File: src/rtl/shift_seq_pkg.sv
// Shared types and defaults for the multi-cycle shift sequencer.
// SHIFT_SEQ_SRL_EN adds logical right shift (see shift_sequencer.sv).
package shift_seq_pkg;

   typedef enum logic [1:0] {
      IDLE  = 2'd0,
      SHIFT = 2'd1,
      DONE  = 2'd2
   } shift_seq_state_t;

   localparam int STEP_MAX_DEFAULT = 7;

   typedef struct packed {
      logic z;
      logic n;
      logic c;
      logic o;
   } shift_seq_flags_t;

endpackage

File: src/rtl/shift_seq_step.sv


module shift_seq_step #(
   parameter int WIDTH = 32
) (
   input  logic [WIDTH-1:0] data,
   input  logic [2:0]       step,
   input  logic             dir,
   output logic [WIDTH-1:0] shifted,
   output logic             lastOut,
   output logic             orOut
);

   int stepInt;

   // Bit i of the step (1-based) leaves from the top for a left shift and from the bottom for a right shift.
   always_comb begin
      stepInt = int'(step);
      shifted = data << step;
      lastOut = 1'b0;
      orOut   = 1'b0;
      for (int i = 1; i <= 7; i++) begin
         if (i <= stepInt) begin
            orOut = orOut | data[WIDTH-i];
            if (i == stepInt) lastOut = data[WIDTH-i];
         end
      end
`ifdef SHIFT_SEQ_SRL_EN
      if (dir) begin
         shifted = data >> step;
         lastOut = 1'b0;
         orOut   = 1'b0;
         for (int i = 1; i <= 7; i++) begin
            if (i <= stepInt) begin
               orOut = orOut | data[i-1];
               if (i == stepInt) lastOut = data[i-1];
            end
         end
      end
`endif
   end

`ifndef SHIFT_SEQ_SRL_EN
   logic unusedDir;
   assign unusedDir = dir;
`endif

endmodule

File: src/rtl/shift_sequencer.sv
// Multi-cycle full-range logical shifter: splits the amount into steps of at most STEP_MAX bits.
// Define SHIFT_SEQ_SRL_EN to make in_dir = 1 select a zero-filling right shift.
module shift_sequencer
   import shift_seq_pkg::*;
#(
   parameter int WIDTH    = 32,
   parameter int AMT_W    = 5,
   parameter int STEP_MAX = STEP_MAX_DEFAULT
) (
   input  logic             clk,
   input  logic             rst,
   input  logic             in_valid,
   output logic             in_ready,
   input  logic [WIDTH-1:0] in_data,
   input  logic [AMT_W-1:0] in_amt,
   input  logic             in_dir,
   input  logic             flush,
   output logic             out_valid,
   input  logic             out_ready,
   output logic [WIDTH-1:0] out_data,
   output logic             out_z,
   output logic             out_n,
   output logic             out_c,
   output logic             out_o
);

   shift_seq_state_t state;
   shift_seq_flags_t flagsQ;
   logic [WIDTH-1:0] dataQ;
   logic [WIDTH-1:0] outData;
   logic [AMT_W-1:0] remQ;
   logic [AMT_W-1:0] remNext;
   logic [2:0]       stepAmt;
   logic             cAcc;
   logic             oAcc;
   logic             stepDir;
   logic [WIDTH-1:0] shifted;
   logic             lastOut;
   logic             orOut;

`ifdef SHIFT_SEQ_SRL_EN
   logic dirQ;
   assign stepDir = dirQ;
`else
   logic unusedInDir;
   assign unusedInDir = in_dir;
   assign stepDir     = 1'b0;
`endif

   // Each cycle takes as much of the remaining amount as the barrel step allows.
   always_comb begin
      if (remQ > AMT_W'(STEP_MAX)) stepAmt = 3'(STEP_MAX);
      else                         stepAmt = remQ[2:0];
      remNext = remQ - AMT_W'(stepAmt);
   end

   shift_seq_step #(.WIDTH(WIDTH)) stepUnit (
      .data    (dataQ),
      .step    (stepAmt),
      .dir     (stepDir),
      .shifted (shifted),
      .lastOut (lastOut),
      .orOut   (orOut)
   );

   // Control FSM plus datapath registers; result registers only load on entry to DONE so a flush never leaks a partial result.
   always_ff @(posedge clk or posedge rst) begin
      if (rst) begin
         state   <= IDLE;
         dataQ   <= '0;
         remQ    <= '0;
         cAcc    <= 1'b0;
         oAcc    <= 1'b0;
         outData <= '0;
         flagsQ  <= '0;
`ifdef SHIFT_SEQ_SRL_EN
         dirQ    <= 1'b0;
`endif
      end else begin
         case (state)
            IDLE: begin
               if (!flush && in_valid) begin
                  dataQ <= in_data;
                  remQ  <= in_amt;
                  cAcc  <= 1'b0;
                  oAcc  <= 1'b0;
`ifdef SHIFT_SEQ_SRL_EN
                  dirQ  <= in_dir;
`endif
                  state <= SHIFT;
               end
            end
            SHIFT: begin
               if (flush) begin
                  state <= IDLE;
               end else begin
                  dataQ <= shifted;
                  remQ  <= remNext;
                  if (stepAmt != 3'd0) begin
                     cAcc <= lastOut;
                     oAcc <= oAcc | orOut;
                  end
                  if (remNext == '0) begin
                     state    <= DONE;
                     outData  <= shifted;
                     flagsQ.z <= (shifted == '0);
                     flagsQ.n <= shifted[WIDTH-1];
                     flagsQ.c <= (stepAmt != 3'd0) ? lastOut : cAcc;
                     flagsQ.o <= oAcc | orOut;
                  end
               end
            end
            DONE: begin
               if (flush || out_ready) state <= IDLE;
            end
            default: state <= IDLE;
         endcase
      end
   end

   assign in_ready  = (state == IDLE);
   assign out_valid = (state == DONE);
   assign out_data  = outData;
   assign out_z     = flagsQ.z;
   assign out_n     = flagsQ.n;
   assign out_c     = flagsQ.c;
   assign out_o     = flagsQ.o;

endmodule

File: config.mk
export PLATFORM = sky130hd
export DESIGN_NAME = shift_sequencer
export DESIGN_NICKNAME = d
export VERILOG_FILES = /design/src/rtl/shift_seq_pkg.sv /design/src/rtl/shift_seq_step.sv /design/src/rtl/shift_sequencer.sv
export SDC_FILE = /design/constraint.sdc
export NUM_CORES = 1
export LEC_CHECK = 0
export BUFFER_PORTS_ARGS = -buffer_cell sky130_fd_sc_hd__buf_2
export CAP_MARGIN = 10
export CORE_MARGIN = 8
export CORE_UTILIZATION = 51
export DETAILED_ROUTE_END_ITERATION = 6
export MAX_ROUTING_LAYER = met4
export PLACE_DENSITY_LB_ADDON = 0.12
export SETUP_SLACK_MARGIN = 0.15
export SLEW_MARGIN = 15
export SYNTH_ARGS = -nofsm -noshare
export SYNTH_HDL_FRONTEND = slang
export SYNTH_SLANG_ARGS = --single-unit
File: constraint.sdc
create_clock -name clk -period 6.13 [get_ports clk]
set_clock_uncertainty 0.15 [all_clocks]
set_input_delay 0.613 -clock clk [delete_from_list [all_inputs] [get_ports clk]]
set_output_delay 0.613 -clock clk [all_outputs]
set_load 0.1 [all_outputs]
Word-level counts from Yosys, hierarchy flattened:

Cells that the tools add are included.

* bits in registers: 77
* bits in latches: 0
* RAM bits: 0
* bits in read-only memories: 0
* output and inout bits: 38
* word-level logic and storage cells: 94
* memories kept: 0

* add/sub/neg operators: 1
* multipliers: 0
* div/mod/pow operators: 0
* magnitude comparators: 8
* equality and inequality tests: 14
* shift operators: 1
* multiplexer cells: 40
* bitwise logic cells: 8
* reductions and logical operators: 12

Operator list (count)
* 32-bit two-way mux: 2
* 32-bit case mux with 2 select lines: 1
* 32-bit zero test: 1
* 32-bit by 3-bit << shifter with 32-bit output: 1
* 1-bit two-way mux: 26
* 3-bit == test, first input constant: 4
* 3-bit <= comparator, first input constant: 4
* 5-bit two-way mux: 2
* 5-bit case mux with 2 select lines: 1
* 3-bit AND reduction: 3
* 2-bit two-way mux: 4
* 1-bit bitwise OR: 7
* 2-bit by 3-bit == test with 1-bit output, first input constant: 2
* 2-bit by 3-bit <= comparator with 1-bit output, first input constant: 2
* 2-bit case mux with 3 select lines: 1
* 5-bit by 3-bit > comparator with 1-bit output, second input constant: 1
* 5-bit zero test: 1
* 5-bit by 3-bit subtractor with 5-bit output: 1
* 2-bit by 1-bit inequality test with 1-bit output, second input constant: 2
* 2-bit inequality test, second input constant: 2
* 1-bit case mux with 2 select lines: 2
* 4-bit AND reduction: 1
* 1-bit by 3-bit == test with 1-bit output, first input constant: 1
* 1-bit by 3-bit <= comparator with 1-bit output, first input constant: 1
* other kinds (11): 11

Logic depth before layout (Yosys ltp):

Gate-level depths: netlist of run 1.

* word-level depth: 20
* mapped depth: 12
* depth with buffers taken out: 9

By module:

Synthesis of run 1 repeated with hierarchy kept, for this count alone.

* cell total of the unflattened synthesis: 427
* area total of the unflattened synthesis: 4702.0 sq um

By module, submodules not included
* shift_sequencer: instances 1, cells an instance 297, area each 3428.3 sq um, seq. area each 1901.8 sq um
* shift_seq_step: instances 1, cells an instance 130, area each 1273.7 sq um, seq. area each 0.0 sq um

Worst setup path before layout of run 1:

Ideal clock, no wire load.

* path kind: register to register
* start point: reg remQ[3]
* end point: reg flagsQ (netlist bit out_z)
* setup time: 0.092 ns
* data arrival time: 2.557 ns
* setup slack: 3.331 ns
* stages on the path, launching flop included: 13
* buffers on the path: 3
* cell sequence: dfrtp_1 -> buf_6 -> or2_1 -> clkbuf_1 -> nand2_1 -> ha_1 -> o2111a_1 -> and2_1 -> clkbuf_1 -> o211ai_1 -> nor4b_1 -> nand4b_1 -> o31ai_2

* word-level cells in the longest chain between the ends: 5
* elaborated cells between the ends (all ways): 7

RTL lines
* start, declared: line shift_sequencer.sv:31 `logic [AMT_W-1:0] remQ;`
* start signal, assigned: line shift_sequencer.sv:84 `remQ <= in_amt;`
* start signal, assigned: line shift_sequencer.sv:98 `remQ <= remNext;`
* 5-bit by 3-bit > comparator with 1-bit output: line shift_sequencer.sv:52 `if (remQ > AMT_W'(STEP_MAX)) stepAmt = 3'(STEP_MAX);`
* 3-bit two-way mux: line shift_sequencer.sv:52
* 5-bit by 3-bit subtractor with 5-bit output: line shift_sequencer.sv:54 `remNext = remQ - AMT_W'(stepAmt);`
* 5-bit zero test: line shift_sequencer.sv:103 `if (remNext == '0) begin`
* 3-bit AND reduction (no source line)
* end, declared: line shift_sequencer.sv:28 `shift_seq_flags_t flagsQ;`

Several ways; a longest one is shown, not always the timed one.
A chain may end at the register's enable or synchronous reset.

Worst setup path after layout of run 1:

Ends and elaborated chain as after synthesis.

==> results.py, run 1 <==
metrics = {
    "placed_design": {
        "gp_congestion": 0.939,
        "post-dp-hpwl_um": 10700,
        "port_buffers": 79,
    },
    "synthesis": {
        "syn_avg_cell_area_um2": 8.41,
        "synth_cell_types": 67,
        "async_reset_ff_frac": 1.00,
        "syn_inst": 602,
        "synthFlopType": "dfrtp_1",
        "synth_area_um2": 5060,
        "ys_ff_latch": 76,
        "synth_top_area_frac": 0.376,
        "yosysTopAreaCell": "dfrtp_1",
        "synthTopCellsByArea": "dfrtp_1 (38%), o21ai_0 (7.4%), nand2_1 (6.9%), mux2i_1 (5.9%), mux2_2 (4.5%)",
        "seq_area_frac_synth": 0.376,
        "syn-num-nets": 646,
        "synth-edff-count": 0,
        "synth_warnings": 0,
    },
    "worst_setup_path": {
        "startpoint_type": "flop",
        "timing.reg2reg.setup_slack_ns": 2.45,
        "end_kind": "flop",
        "cp_slowest_cell": "dfrtp_1",
        "arrival_ns": 3.81,
        "path_max_fanout": 24,
        "crit_type": "flop to flop",
        "crit_required_ns": 6.25,
        "rr_startpoint": "remQ[3]",
        "cp_cell_sequence": "or2_1, nand2_1, ha_1, o2111a_1, and2_1, buf_4, o211ai_1, nor4b_1, nand4b_1, o31ai_2",
        "slowest_delay_ns": 0.70,
        "r2r_end": "out_z",
        "ff2ff_path_depth": 10,
    },
    "cts": {
        "cts.repair.resized": 0,
        "cts_root_buffer": "clkbuf_8",
        "clock_latency_ns": 0.36,
        "post_cts_buffers": 0,
        "cts.sinks": 76,
        "cts-buffers-inserted": 9,
        "clk_pin_slew_ns": 0.09,
        "cts_tree": "yes",
        "hold_buffers": 0,
        "cts_buffer_depth": 2,
        "htreeDepth": 3,
    },
    "die": {
        "fp.dieW_um": 116,
        "pin_count": 81,
        "die-area_um2": 13400,
        "core_area_um2": 9680,
        "die_height_um": 116,
        "start_util": 0.522,
        "rows": 36,
    },
    "detailed_routing": {
        "drc": 0,
        "drtPass1Iterations": 6,
        "drt_iter0_drc": 550,
        "drt_wl_total_um": 15600,
        "postRouteAntennaNets": 0,
        "via_count": 4864,
        "routedWlPerCell_um": 19.8,
        "vias_per_cell": 6.18,
    },
    "global_routing": {
        "grt_antenna_before_repair": 0,
        "grt_start_max_net_pins": 77,
        "grt_first_pass_wirelength_um": 25300,
        "grt_pass1_vias": 4664,
        "overflow": 0,
        "track_usage": 0.247,
    },
    "finish": {
        "layout_commonest_cell": "nand2_1",
        "n_antenna_cell": 0,
        "layout_common_cells": "nand2_1 (93), buf_2 (79), dfrtp_1 (75)",
        "drive_above_1_share": 0.213,
        "area_delta_synth_final_pct": 12.7,
        "layout.nets": 693,
    },
    "outcome": {
        "status": "finished, final reports clean",
    },
    "sta": {
        "min_period_ns": 3.68,
        "slew_headroom": 0.255,
        "finalCritPeriodShare": 0.600,
        "maxSlewViolCount": 0,
        "final_hold_viol_count": 0,
        "setup_tns_ns": 0,
        "rsz0062_at_grt": "false",
        "holdWs_ns": 0.299,
        "worstMarginPinSlew_ns": 1.12,
        "max_freq_ghz": 0.272,
        "setup_viol": 0,
    },
    "hold_path": {
        "whs_path_depth": 2,
        "hold_start": "flush",
        "hold_class": "input port to flop",
        "holdPathEnd": "state[1]",
    },
    "flow_run": {
        "maxCapViolations": 0,
    },
}
## logic make-up after synthesis
logic type / synth area share
simple gates: 0.202
compound gates: 0.252
buf+inv: 0.0586
fa+ha+maj: 0.00247
flops: 0.376
mux: 0.109
## sequential cells by signal (all words and copies together) (netlist names)
| register | cells |
|---|---|
| dataQ | 32 |
| out_data | 31 |
| remQ | 5 |
| state | 2 |
| cAcc | 1 |
| oAcc | 1 |
| out_c | 1 |
| out_n | 1 |
| out_o | 1 |
| out_z | 1 |
## metrics by stage
step,utilization,instances,area [µm²],worst slack (ns)
after floorplan,-,602,5060,3.33
after global placement,0.561,771,5440,2.52
after detailed placement,0.561,771,5440,2.49
after CTS,0.589,787,5700,2.47
after global routing,0.589,787,5700,2.15
final,0.589,787,5700,2.45
## layer usage
layer | GRT usage | wire length, µm | share of wire | vias up
li1 | - | - | - | 2288
met5 | - | 0 | 0 | -
met2 | 0.383 | 7350 | 0.47 | 218
met3 | 0.0422 | 1090 | 0.070 | 25
met4 | 0.0858 | 342 | 0.022 | 0
met1 | 0.319 | 6810 | 0.44 | 2333
## area by class of cell
cell class                 count  area, µm²
clock inverter                 6        136
sequential                    76       1900
timing repair buffer          89        470
tap                          133        166
fill                         876       3980
clock buffer                  10        128
multi-input combinational    467       2880
inverter                       6       22.5
## worst max path at each step
| stage | startpoint | to | slack, ns | cells past startpoint |
|---|---|---|---|---|
| floorplan | remQ[3] | out_z | 3.33 | 12 |
| global placement | remQ[4] | out_z | 2.52 | 8 |
| detailed placement | remQ[3] | out_z | 2.49 | 10 |
| CTS | remQ[3] | out_z | 2.47 | 10 |
| global route | remQ[3] | out_z | 2.15 | 10 |
| finish | remQ[3] | out_z | 2.45 | 10 |
## Yosys cell counts, drive strengths merged, types with 6 or more instances
master  number
nand2       93
o21ai       80
dfrtp       76
nor2        59
mux2i       30
buf         28
a21oi       25
clkbuf      25
mux2        20
nor2b       17
o22ai       13
nor4        12
nand3       10
a31oi        9
a211oi       8
o211ai       8
inv          6
o21a         6
## worst max-delay path, delay by kind of cell (launching register included)
kind | cells | cell delay [ns]
and+or+nand+nor | 5 | 1.49
AOI/OAI and AO/OA | 3 | 0.71
buffers and inverters | 1 | 0.31
adders and majority gates | 1 | 0.24
DFF | 1 | 0.70
Power of run 1 is not shown: default switching activity piles up to over one toggle a cycle in this logic, so the estimate is an artifact.
==> run 2, diff against run 1 <==
- clock period: 6.13 -> 3.7 ns (I/O delays scaled with it)
==> results.py, run 2 (synthesis gave the netlist of run 1 again) <==
metrics = {
    "global_routing": {
        "use_met3": 0.0406,
        "grt_pass1_vias": 4761,
        "grt_first_pass_wirelength_um": 25900,
        "grt_use_met2": 0.393,
        "track_usage": 0.256,
        "grt_antenna_before_repair": 0,
        "grt-busiest-layer": "met2",
        "overflow": 0,
        "grt_start_max_net_pins": 77,
        "grtUsageMet1": 0.324,
    },
    "sta": {
        "worstMarginPinSlew_ns": 0.990,
        "setup_tns_ns": 0,
        "max_freq_ghz": 0.323,
        "final_hold_viol_count": 0,
        "min_period_ns": 3.10,
        "maxSlewViolCount": 0,
        "setup_viol": 0,
        "slew_headroom": 0.340,
        "finalCritPeriodShare": 0.837,
        "rsz0062_at_grt": "false",
        "setup_ws_ns": 0.605,
    },
    "cts": {
        "htreeDepth": 3,
        "cts-buffers-inserted": 9,
        "clk_pin_slew_ns": 0.09,
        "cts_tree": "yes",
        "cts_root_buffer": "clkbuf_8",
        "cts.repair.resized": 0,
        "cts.sinks": 76,
        "hold_buffers": 0,
        "clock_latency_ns": 0.37,
        "post_cts_buffers": 0,
        "cts_buffer_depth": 2,
    },
    "worst_setup_path": {
        "slowest_delay_ns": 0.62,
        "r2r_end": "out_z",
        "ff2ff_path_depth": 8,
        "startpoint_type": "flop",
        "crit_required_ns": 3.84,
        "timing.reg2reg.setup_slack_ns": 0.60,
        "end_kind": "flop",
        "critPathTopFamily": "compound AO/OA/AOI/OAI gates",
        "startpoint": "remQ[4]",
        "path_max_fanout": 13,
        "crit_type": "flop to flop",
        "cp_cell_sequence": "buf_4, or3_1, o221ai_2, o21ai_1, nor2b_1, a221oi_1, nand4_1, o31ai_2",
        "rr_startpoint": "remQ[4]",
        "cp_slowest_cell": "a221oi_1",
        "arrival_ns": 3.24,
        "cp_num_buf_inv": 1,
    },
    "die": {
        "rows": 36,
        "pin_count": 81,
        "die_height_um": 116,
        "core_area_um2": 9680,
        "start_util": 0.522,
        "fp.dieW_um": 116,
        "die-area_um2": 13400,
    },
    "placed_design": {
        "port_buffers": 79,
        "place_ws_ns": 0.646,
        "post-dp-hpwl_um": 11400,
        "gp_congestion": 0.942,
    },
    "finish": {
        "num-fill-cells": 908,
        "layout.nets": 708,
        "n_antenna_cell": 0,
        "area_delta_synth_final_pct": 14.1,
        "drive_above_1_share": 0.231,
        "largest-register": "dataQ",
        "layout_commonest_cell": "nand2_1",
        "layout_common_cells": "nand2_1 (93), buf_2 (79), dfrtp_1 (75)",
        "largest_reg_flops": 32,
    },
    "detailed_routing": {
        "drc": 0,
        "drt_wl_total_um": 16100,
        "vias_per_cell": 6.13,
        "via_count": 4911,
        "postRouteAntennaNets": 0,
        "drtPass1Iterations": 5,
        "drt_iter0_drc": 407,
        "routedWlPerCell_um": 20.1,
    },
    "hold_path": {
        "hold_class": "input port to flop",
        "holdPathEnd": "state[1]",
        "whs_path_depth": 2,
        "hold_start": "flush",
    },
    "outcome": {
        "status": "finished, final reports clean",
    },
    "flow_run": {
        "maxCapViolations": 0,
    },
}
## run 2: worst max-delay path by stage
stage / end / cells after the start
4_1_cts: out_z / 8
2_1_floorplan: out_z / 12
6_report: out_z / 8
3_3_place_gp: out_z / 8
5_1_grt: out_z / 8
3_5_place_dp: out_z / 8
## run 2: per-layer routing
layer,wire length (µm),vias up
met1,6930,2332
met4,482,0
met5,0,-
li1,-,2317
met3,1110,35
met2,7560,227
## run 2: cell type report
| cell class | count | area (µm²) | share of cell area |
|---|---|---|---|
| flip-flops and latches | 76 | 1900 | 0.330 |
| well taps | 133 | 166 | 0.0288 |
| repair buffers | 104 | 596 | 0.103 |
| inverters | 6 | 22.5 | 0.00390 |
| clock inverters | 6 | 88.8 | 0.0154 |
| clock buffers | 9 | 124 | 0.0214 |
| multi-input cells | 467 | 2880 | 0.498 |
## run 2: per-stage QoR
step | instance area (µm²) | cells | hold WS [ns] | util
2_1_floorplan | 5060 | 602 | 0.286 | -
3_3_place_gp | 5560 | 786 | 0.307 | 0.574
3_5_place_dp | 5560 | 786 | 0.311 | 0.574
4_1_cts | 5780 | 801 | 0.0481 | 0.596
5_1_grt | 5780 | 801 | 0.0587 | 0.596
6_report | 5780 | 801 | 0.0598 | 0.596
## run 2: worst register-to-register path: stages (launching register included)
cell and delay (ns):
dfrtp_1 0.56, buf_4 0.27, or3_1 0.54, o221ai_2 0.19, o21ai_1 0.13, nor2b_1 0.17
a221oi_1 0.62, nand4_1 0.20, o31ai_2 0.20
Power of run 2 is left out for the same reason.
